## src/rtl/ps2_pkg.sv

```systemverilog
// Shared types and helpers for the PS/2 receive path.
package ps2_pkg;

    localparam int unsigned PS2_DATA_W = 8;

    typedef enum logic [1:0] {
        IDLE,
        DATA,
        PARITY,
        STOP
    } ps2_state_e;

    // True when data plus parity bit carry an odd number of ones.
    function automatic logic odd_parity_ok(input logic [PS2_DATA_W-1:0] data, input logic par);
        return ^{data, par};
    endfunction

endpackage

```

## src/rtl/ps2_rx_fifo_if.sv

```systemverilog
// Scan-code consumer interface: FIFO head, handshake, occupancy and error pulses.
interface ps2_rx_fifo_if #(
    parameter int unsigned FIFO_DEPTH = 4
);
    import ps2_pkg::*;

    localparam int unsigned COUNT_W = $clog2(FIFO_DEPTH) + 1;

    logic [PS2_DATA_W-1:0] code_o;
    logic                  valid_o;
    logic                  ready_i;
    logic [COUNT_W-1:0]    count_o;
    logic                  parity_err_o;
    logic                  frame_err_o;
    logic                  overflow_o;

    modport master (
        output code_o, valid_o, count_o, parity_err_o, frame_err_o, overflow_o,
        input  ready_i
    );

    modport slave (
        input  code_o, valid_o, count_o, parity_err_o, frame_err_o, overflow_o,
        output ready_i
    );

endinterface

```

## src/rtl/ps2_line_filter.sv

```systemverilog
// Two-flop synchroniser followed by a run-length glitch filter; idles high.
module ps2_line_filter #(
    parameter int unsigned FILTER_LEN = 4
) (
    input  logic clk,
    input  logic rst,
    input  logic line_i,
    output logic line_o
);

    localparam int unsigned CNT_W = (FILTER_LEN > 1) ? $clog2(FILTER_LEN) : 1;

    logic             sync1_q, sync1_d;
    logic             sync2_q, sync2_d;
    logic             filt_q, filt_d;
    logic [CNT_W-1:0] cnt_q, cnt_d;

    always_ff @(posedge clk) begin
        if (rst) begin
            sync1_q <= 1'b1;
            sync2_q <= 1'b1;
            filt_q  <= 1'b1;
            cnt_q   <= '0;
        end else begin
            sync1_q <= sync1_d;
            sync2_q <= sync2_d;
            filt_q  <= filt_d;
            cnt_q   <= cnt_d;
        end
    end

    // Output flips on the FILTER_LEN-th consecutive differing sample.
    always_comb begin
        sync1_d = line_i;
        sync2_d = sync1_q;
        filt_d  = filt_q;
        cnt_d   = '0;
        if (sync2_q != filt_q) begin
            if (cnt_q == CNT_W'(FILTER_LEN - 1)) begin
                filt_d = sync2_q;
            end else begin
                cnt_d = cnt_q + CNT_W'(1);
            end
        end
    end

    assign line_o = filt_q;

endmodule

```

## src/rtl/ps2_rx_fifo.sv

```systemverilog
// PS/2 device-to-host receiver: filtered lines, framed decode with timeout, scan-code FIFO.
module ps2_rx_fifo #(
    parameter int unsigned FILTER_LEN     = 4,
    parameter int unsigned TIMEOUT_CYCLES = 20000,
    parameter int unsigned FIFO_DEPTH     = 4
) (
    input  logic           clk,
    input  logic           rst,
    input  logic           ps2_clk_i,
    input  logic           ps2_data_i,
    ps2_rx_fifo_if.master  bus
);
    import ps2_pkg::*;

    localparam int unsigned PTR_W   = $clog2(FIFO_DEPTH);
    localparam int unsigned COUNT_W = PTR_W + 1;
    localparam int unsigned TMO_W   = $clog2(TIMEOUT_CYCLES + 1);

    logic clk_filt, data_filt;

    ps2_line_filter #(.FILTER_LEN(FILTER_LEN)) u_clk_filt (
        .clk(clk), .rst(rst), .line_i(ps2_clk_i), .line_o(clk_filt)
    );
    ps2_line_filter #(.FILTER_LEN(FILTER_LEN)) u_data_filt (
        .clk(clk), .rst(rst), .line_i(ps2_data_i), .line_o(data_filt)
    );

    ps2_state_e            state_q, state_d;
    logic                  clk_prev_q, clk_prev_d;
    logic                  strobe_q, strobe_d;
    logic [2:0]            bit_idx_q, bit_idx_d;
    logic [PS2_DATA_W-1:0] shift_q, shift_d;
    logic                  par_q, par_d;
    logic [TMO_W-1:0]      tmo_q, tmo_d;
    logic                  push_q, push_d;
    logic [PS2_DATA_W-1:0] push_byte_q, push_byte_d;
    logic                  perr_q, perr_d;
    logic                  ferr_q, ferr_d;
    logic                  timeout_hit;

    logic [PS2_DATA_W-1:0] mem_q [FIFO_DEPTH];
    logic [PS2_DATA_W-1:0] mem_d [FIFO_DEPTH];
    logic [PTR_W-1:0]      wr_ptr_q, wr_ptr_d;
    logic [PTR_W-1:0]      rd_ptr_q, rd_ptr_d;
    logic [COUNT_W-1:0]    count_q, count_d;
    logic [PS2_DATA_W-1:0] code_q, code_d;
    logic                  valid_q, valid_d;
    logic                  ovf_q, ovf_d;
    logic                  pop, full, push_ok;

    assign timeout_hit = (state_q != IDLE) && !strobe_q &&
                         (tmo_q == TMO_W'(TIMEOUT_CYCLES - 1));

    always_ff @(posedge clk) begin
        if (rst) state_q <= IDLE;
        else     state_q <= state_d;
    end

    always_comb begin
        state_d = state_q;
        if (timeout_hit) begin
            state_d = IDLE;
        end else if (strobe_q) begin
            case (state_q)
                IDLE:    if (!data_filt) state_d = DATA;
                DATA:    if (bit_idx_q == 3'd7) state_d = PARITY;
                PARITY:  state_d = STOP;
                default: state_d = IDLE;
            endcase
        end
    end

    // Frame datapath and outcome pulses, evaluated on each falling-edge strobe.
    always_comb begin
        clk_prev_d  = clk_filt;
        strobe_d    = clk_prev_q && !clk_filt;
        bit_idx_d   = bit_idx_q;
        shift_d     = shift_q;
        par_d       = par_q;
        push_d      = 1'b0;
        push_byte_d = push_byte_q;
        perr_d      = 1'b0;
        ferr_d      = 1'b0;
        tmo_d       = (state_q == IDLE || strobe_q) ? '0 : tmo_q + TMO_W'(1);
        if (timeout_hit) begin
            ferr_d = 1'b1;
            tmo_d  = '0;
        end else if (strobe_q) begin
            case (state_q)
                IDLE:   bit_idx_d = '0;
                DATA: begin
                    shift_d   = {data_filt, shift_q[PS2_DATA_W-1:1]};
                    bit_idx_d = bit_idx_q + 3'd1;
                end
                PARITY: par_d = data_filt;
                default: begin
                    if (!odd_parity_ok(shift_q, par_q)) begin
                        perr_d = 1'b1;
                    end else if (!data_filt) begin
                        ferr_d = 1'b1;
                    end else begin
                        push_d      = 1'b1;
                        push_byte_d = shift_q;
                    end
                end
            endcase
        end
    end

    // FIFO: a pop frees the slot a same-cycle push needs when full.
    always_comb begin
        pop      = valid_q && bus.ready_i;
        full     = (count_q == COUNT_W'(FIFO_DEPTH));
        push_ok  = push_q && (!full || pop);
        ovf_d    = push_q && full && !pop;
        mem_d    = mem_q;
        if (push_ok) mem_d[wr_ptr_q] = push_byte_q;
        wr_ptr_d = wr_ptr_q + PTR_W'(push_ok);
        rd_ptr_d = rd_ptr_q + PTR_W'(pop);
        count_d  = count_q + COUNT_W'(push_ok) - COUNT_W'(pop);
        valid_d  = (count_d != '0);
        code_d   = valid_d ? mem_d[rd_ptr_d] : '0;
    end

    always_ff @(posedge clk) begin
        if (rst) begin
            clk_prev_q  <= 1'b1;
            strobe_q    <= 1'b0;
            bit_idx_q   <= '0;
            shift_q     <= '0;
            par_q       <= 1'b0;
            tmo_q       <= '0;
            push_q      <= 1'b0;
            push_byte_q <= '0;
            perr_q      <= 1'b0;
            ferr_q      <= 1'b0;
            wr_ptr_q    <= '0;
            rd_ptr_q    <= '0;
            count_q     <= '0;
            code_q      <= '0;
            valid_q     <= 1'b0;
            ovf_q       <= 1'b0;
        end else begin
            clk_prev_q  <= clk_prev_d;
            strobe_q    <= strobe_d;
            bit_idx_q   <= bit_idx_d;
            shift_q     <= shift_d;
            par_q       <= par_d;
            tmo_q       <= tmo_d;
            push_q      <= push_d;
            push_byte_q <= push_byte_d;
            perr_q      <= perr_d;
            ferr_q      <= ferr_d;
            wr_ptr_q    <= wr_ptr_d;
            rd_ptr_q    <= rd_ptr_d;
            count_q     <= count_d;
            code_q      <= code_d;
            valid_q     <= valid_d;
            ovf_q       <= ovf_d;
        end
    end

    always_ff @(posedge clk) begin
        mem_q <= mem_d;
    end

    assign bus.code_o       = code_q;
    assign bus.valid_o      = valid_q;
    assign bus.count_o      = count_q;
    assign bus.parity_err_o = perr_q;
    assign bus.frame_err_o  = ferr_q;
    assign bus.overflow_o   = ovf_q;

endmodule

```

## src/flat_wrapper.sv

```systemverilog
// flat-port wrapper written by rule: the top's interface ports become plain ports
module ps2_rx_fifo_flat import ps2_pkg::*;
#(
    parameter int unsigned FILTER_LEN     = 4,
    parameter int unsigned TIMEOUT_CYCLES = 20000,
    parameter int unsigned FIFO_DEPTH     = 4
)
  (clk, rst, ps2_clk_i, ps2_data_i, bus_code_o, bus_valid_o, bus_count_o, bus_parity_err_o, bus_frame_err_o, bus_overflow_o, bus_ready_i);
  ps2_rx_fifo_if #(.FIFO_DEPTH(FIFO_DEPTH)) bus_i ();
  input  logic clk;
  input  logic rst;
  input  logic ps2_clk_i;
  input  logic ps2_data_i;
  output wire logic [$bits(bus_i.code_o)-1:0] bus_code_o;
  output wire logic [$bits(bus_i.valid_o)-1:0] bus_valid_o;
  output wire logic [$bits(bus_i.count_o)-1:0] bus_count_o;
  output wire logic [$bits(bus_i.parity_err_o)-1:0] bus_parity_err_o;
  output wire logic [$bits(bus_i.frame_err_o)-1:0] bus_frame_err_o;
  output wire logic [$bits(bus_i.overflow_o)-1:0] bus_overflow_o;
  input wire logic [$bits(bus_i.ready_i)-1:0] bus_ready_i;
  assign bus_code_o = bus_i.code_o;
  assign bus_valid_o = bus_i.valid_o;
  assign bus_count_o = bus_i.count_o;
  assign bus_parity_err_o = bus_i.parity_err_o;
  assign bus_frame_err_o = bus_i.frame_err_o;
  assign bus_overflow_o = bus_i.overflow_o;
  assign bus_i.ready_i = bus_ready_i;
  ps2_rx_fifo #(.FILTER_LEN(FILTER_LEN), .TIMEOUT_CYCLES(TIMEOUT_CYCLES), .FIFO_DEPTH(FIFO_DEPTH)) u_core (.clk(clk), .rst(rst), .ps2_clk_i(ps2_clk_i), .ps2_data_i(ps2_data_i), .bus(bus_i));
endmodule
```

## config.mk

```make
export PLATFORM = sky130hd
export DESIGN_NAME = ps2_rx_fifo_flat
export DESIGN_NICKNAME = d
export VERILOG_FILES = /design/src/rtl/ps2_pkg.sv /design/src/rtl/ps2_rx_fifo_if.sv /design/src/rtl/ps2_line_filter.sv /design/src/rtl/ps2_rx_fifo.sv /design/src/flat_wrapper.sv
export SDC_FILE = /design/constraint.sdc
export NUM_CORES = 1
export LEC_CHECK = 0
export CAP_MARGIN = 15
export CORE_UTILIZATION = 39
export CTS_CLUSTER_SIZE = 28
export DETAILED_ROUTE_END_ITERATION = 8
export HOLD_SLACK_MARGIN = 0.06
export SLEW_MARGIN = 20
export SYNTH_ARGS = -nofsm -noshare
export SYNTH_HDL_FRONTEND = slang
export SYNTH_SLANG_ARGS = --single-unit
```

## constraint.sdc

```tcl
create_clock -name clk -period 3.3 [get_ports clk]
set_input_delay 0.66 -clock clk [delete_from_list [all_inputs] [get_ports clk]]
set_output_delay 0.66 -clock clk [all_outputs]
set_load 0.01 [all_outputs]
```

==> impl_metrics.tcl <==
set metrics [dict create \
    run_status "complete, no violations" \
    fillerInstances 978 \
    number_of_max_cap_violations 0 \
    synth_seq_area_share 0.486 \
    drc 0 \
    antenna_left 0 \
    gp_congestion 0.768 \
    first_iter_violations 61 \
    critical_path.max_fanout 8 \
    wl_um 7140 \
    rows 37 \
    timing.critical_path.to_type "flip-flop" \
    instance_count_along_the_most_critical_hold_path 1 \
    postSynthRegisterBits 101 \
    synth-adder-area-share 0.0439 \
    top_level_ports 20 \
    p_leak_nw 1.89 \
    dp.final_hpwl_um 4940 \
    dieWidth_um 105 \
    power_density_mw_per_mm2 503 \
    clock-sinks 101 \
    worst-r2r-setup-slack_ps 880 \
    holdCritPathClass "reg2reg" \
    crit_path_start_kind "primary input" \
    wire_per_inst_um 12.8 \
    first_pass_iters 4 \
    warning_count_from_the_yosys_run 0 \
    worst_setup_timing_slack_at_the_placement_stage_ps 109 \
    syn2layout_area_growth_pct 12.0 \
    initial_antenna_violation_count 0 \
    cts_hold_buffers 0 \
    synth_simple_gate_area_frac 0.144 \
    totalPowerFinal_w 0.00235 \
    arrival_ps 3080 \
    cts_root_buffer "clkbuf_8" \
    muxShareOfSynthArea 0.198 \
    setup_slack_ps 505 \
    slew-limit-headroom 0.604 \
    totalNegativeSetupSlack_ps 0 \
    vdd.ir_drop.worst_uv 256 \
    finalCritPeriodShare 0.847 \
    post-cts-setup-buffer-count 0 \
    synth_compound_area_frac 0.0370 \
    antenna_cells 0 \
    final-max-slew-violation-count 0 \
    global_route.usage.total 0.142 \
    synth_top_family_by_area "multiplexers" \
    max_freq_mhz 358 \
    synth-edff-count 0 \
    dr_total_vias 2664 \
    ys_types 39 \
    grt.overflow.total 0 \
    clock_skew_ps 6.86 \
    async_s_r_ff_share_synth 0 \
    finish.net_count 434 \
    most-common-layout-cells "dfxtp_1, mux2_2, nor2_1" \
    finalSetupViolCount 0 \
    hold-path-endpoint "u_core.u_data_filt.sync2_q" \
    clk-insertion-delay-late_ps 360 \
    setup_repair_after_global_routing_missed_its_margin "no" \
    hp-start "u_core.u_data_filt.sync1_q" \
    timing.rr.start "u_core.bus.valid_o" \
    initial_utilization 0.403 \
    clk_transition_reported_paths_ps 90 \
    post_cts.resized_instances 0 \
    final_period_minus_worst_setup_slack_ps 2790 \
    number_of_global_route_vias_before_repair 2659 \
    synth-main-ff-cell "dfxtp_1" \
    post_route_cells_drive_above_1_share 0.190 \
    layout_commonest_cell "dfxtp_1" \
    hold_slack_ps 408 \
    die_area_mm2 0.0111 \
    syn_avg_cell_area_um2 10.5 \
    synth_xor_xnor_area_share 0.0622 \
    required_ps 3590 \
    placed_cells 540 \
    r2r_cells 10 \
    critical_path.reg2reg.endpoint "u_core.bus.code_o[3]" \
    htree_depth 3 \
    post_synth_instance_area_mm2 0.00416 \
    tritoncts_clock_tree "done" \
    postSynthNetCount 416 \
    core_area_mm2 0.0103 \
    finalHoldViolCount 0 \
    grt_first_pass_wirelength_um 12400 \
    worst-setup-path-type "in2reg" \
    chipHeight_um 105 \
    tightest_slew_ps 590 \
    cts-root-to-sink-buffers 2 \
    detail_route.vias_per_cell 4.79 \
    cts-buffers-inserted 9 \
    finalNonFillerCells 556 \
    input_output_buffers 19 \
    grt_max_degree 21 \
    post_synthesis_cell_count 397 \
]
==> how the worst max path moves through the flow <==
stage	depth (start not counted)	from	slack, ps	to
after CTS	11	bus_ready_i	470	u_core.bus.code_o[7]
after global placement	11	bus_ready_i	160	u_core.bus.code_o[4]
after floorplan	12	bus_ready_i	660	u_core.bus.code_o[7]
final	11	bus_ready_i	510	u_core.bus.code_o[3]
after global routing	11	bus_ready_i	270	u_core.bus.code_o[4]
after detailed placement	11	bus_ready_i	110	u_core.bus.code_o[7]
==> routing by layer <==
metal	share of wire	global-route usage	vias up
li1	-	-	1383
met4	0.015	0.0573	0
met1	0.49	0.170	1248
met2	0.46	0.238	24
met5	0	0	-
met3	0.030	0.0414	9
==> worst max-delay path, cell delays in order <==
cell and delay (ps):
clkdlybuf4s50_1 410, and2_1 160, ha_1 270, inv_1 40, ha_1 200, fa_1 380, xnor2_1 190, xnor2_1 110
a21oi_1 220, nand2b_1 230, o22ai_1 210
==> where the power goes <==
part           total, W  internal (W)  leakage [nW]  switching [W]
clock          0.000704      0.000296        0.0897       0.000408
sequential      0.00129       0.00127         0.818      0.0000249
combinational  0.000351      0.000183         0.987       0.000169
total           0.00235       0.00175          1.89       0.000601
==> kinds of logic after synthesis <==
logic type      after synthesis
fa+ha+maj                    14
xor+xnor                     26
buf+inv                      30
compound gates               26
flops                       101
simple gates                125
mux                          75
==> layout make-up <==
class                      instances  area (um2)  area share
inverter                          13        48.8      0.0105
clock inverter                     5        35.0     0.00751
multi-input combinational        266        2020       0.433
tap                              136         170      0.0365
clock buffer                      11         141      0.0303
timing repair buffer              24         228      0.0488
sequential                       101        2020       0.434
==> registers in the layout, indices dropped and copies added (netlist names), 2 cells and up <==
name and flops:
u_core.mem_q 32, u_core.tmo_q 15, u_core.bus.code_o 8, u_core.push_byte_q 8, u_core.shift_q 8, u_core.bit_idx_q 3
u_core.bus.count_o 3, u_core.rd_ptr_q 2, u_core.state_q 2, u_core.u_clk_filt.cnt_q 2, u_core.u_data_filt.cnt_q 2, u_core.wr_ptr_q 2
==> per-stage QoR <==
step,area [um2],util
after CTS,4660,0.452
after floorplan,4160,-
after global placement,4490,0.434
after global routing,4660,0.452
final,4660,0.452
after detailed placement,4490,0.434
==> cell usage after synthesis, drive strengths merged, types with 3 or more instances <==
master	instances	area, um2
dfxtp	101	2020
mux2	48	541
nor2	43	161
nand2	33	124
mux2i	27	283
xnor2	16	140
ha	13	163
inv	13	48.8
a21oi	12	60.1
clkbuf	9	33.8
buf	8	40.0
nand3	8	40.0
o22ai	8	50.1
or2	8	50.1
xor2	8	70.1
nor2b	6	37.5
nand4	4	25.0
nor3	4	25.0
nand2b	3	18.8
nand4b	3	26.3
or3	3	18.8
(Power assumes the default switching activity.)
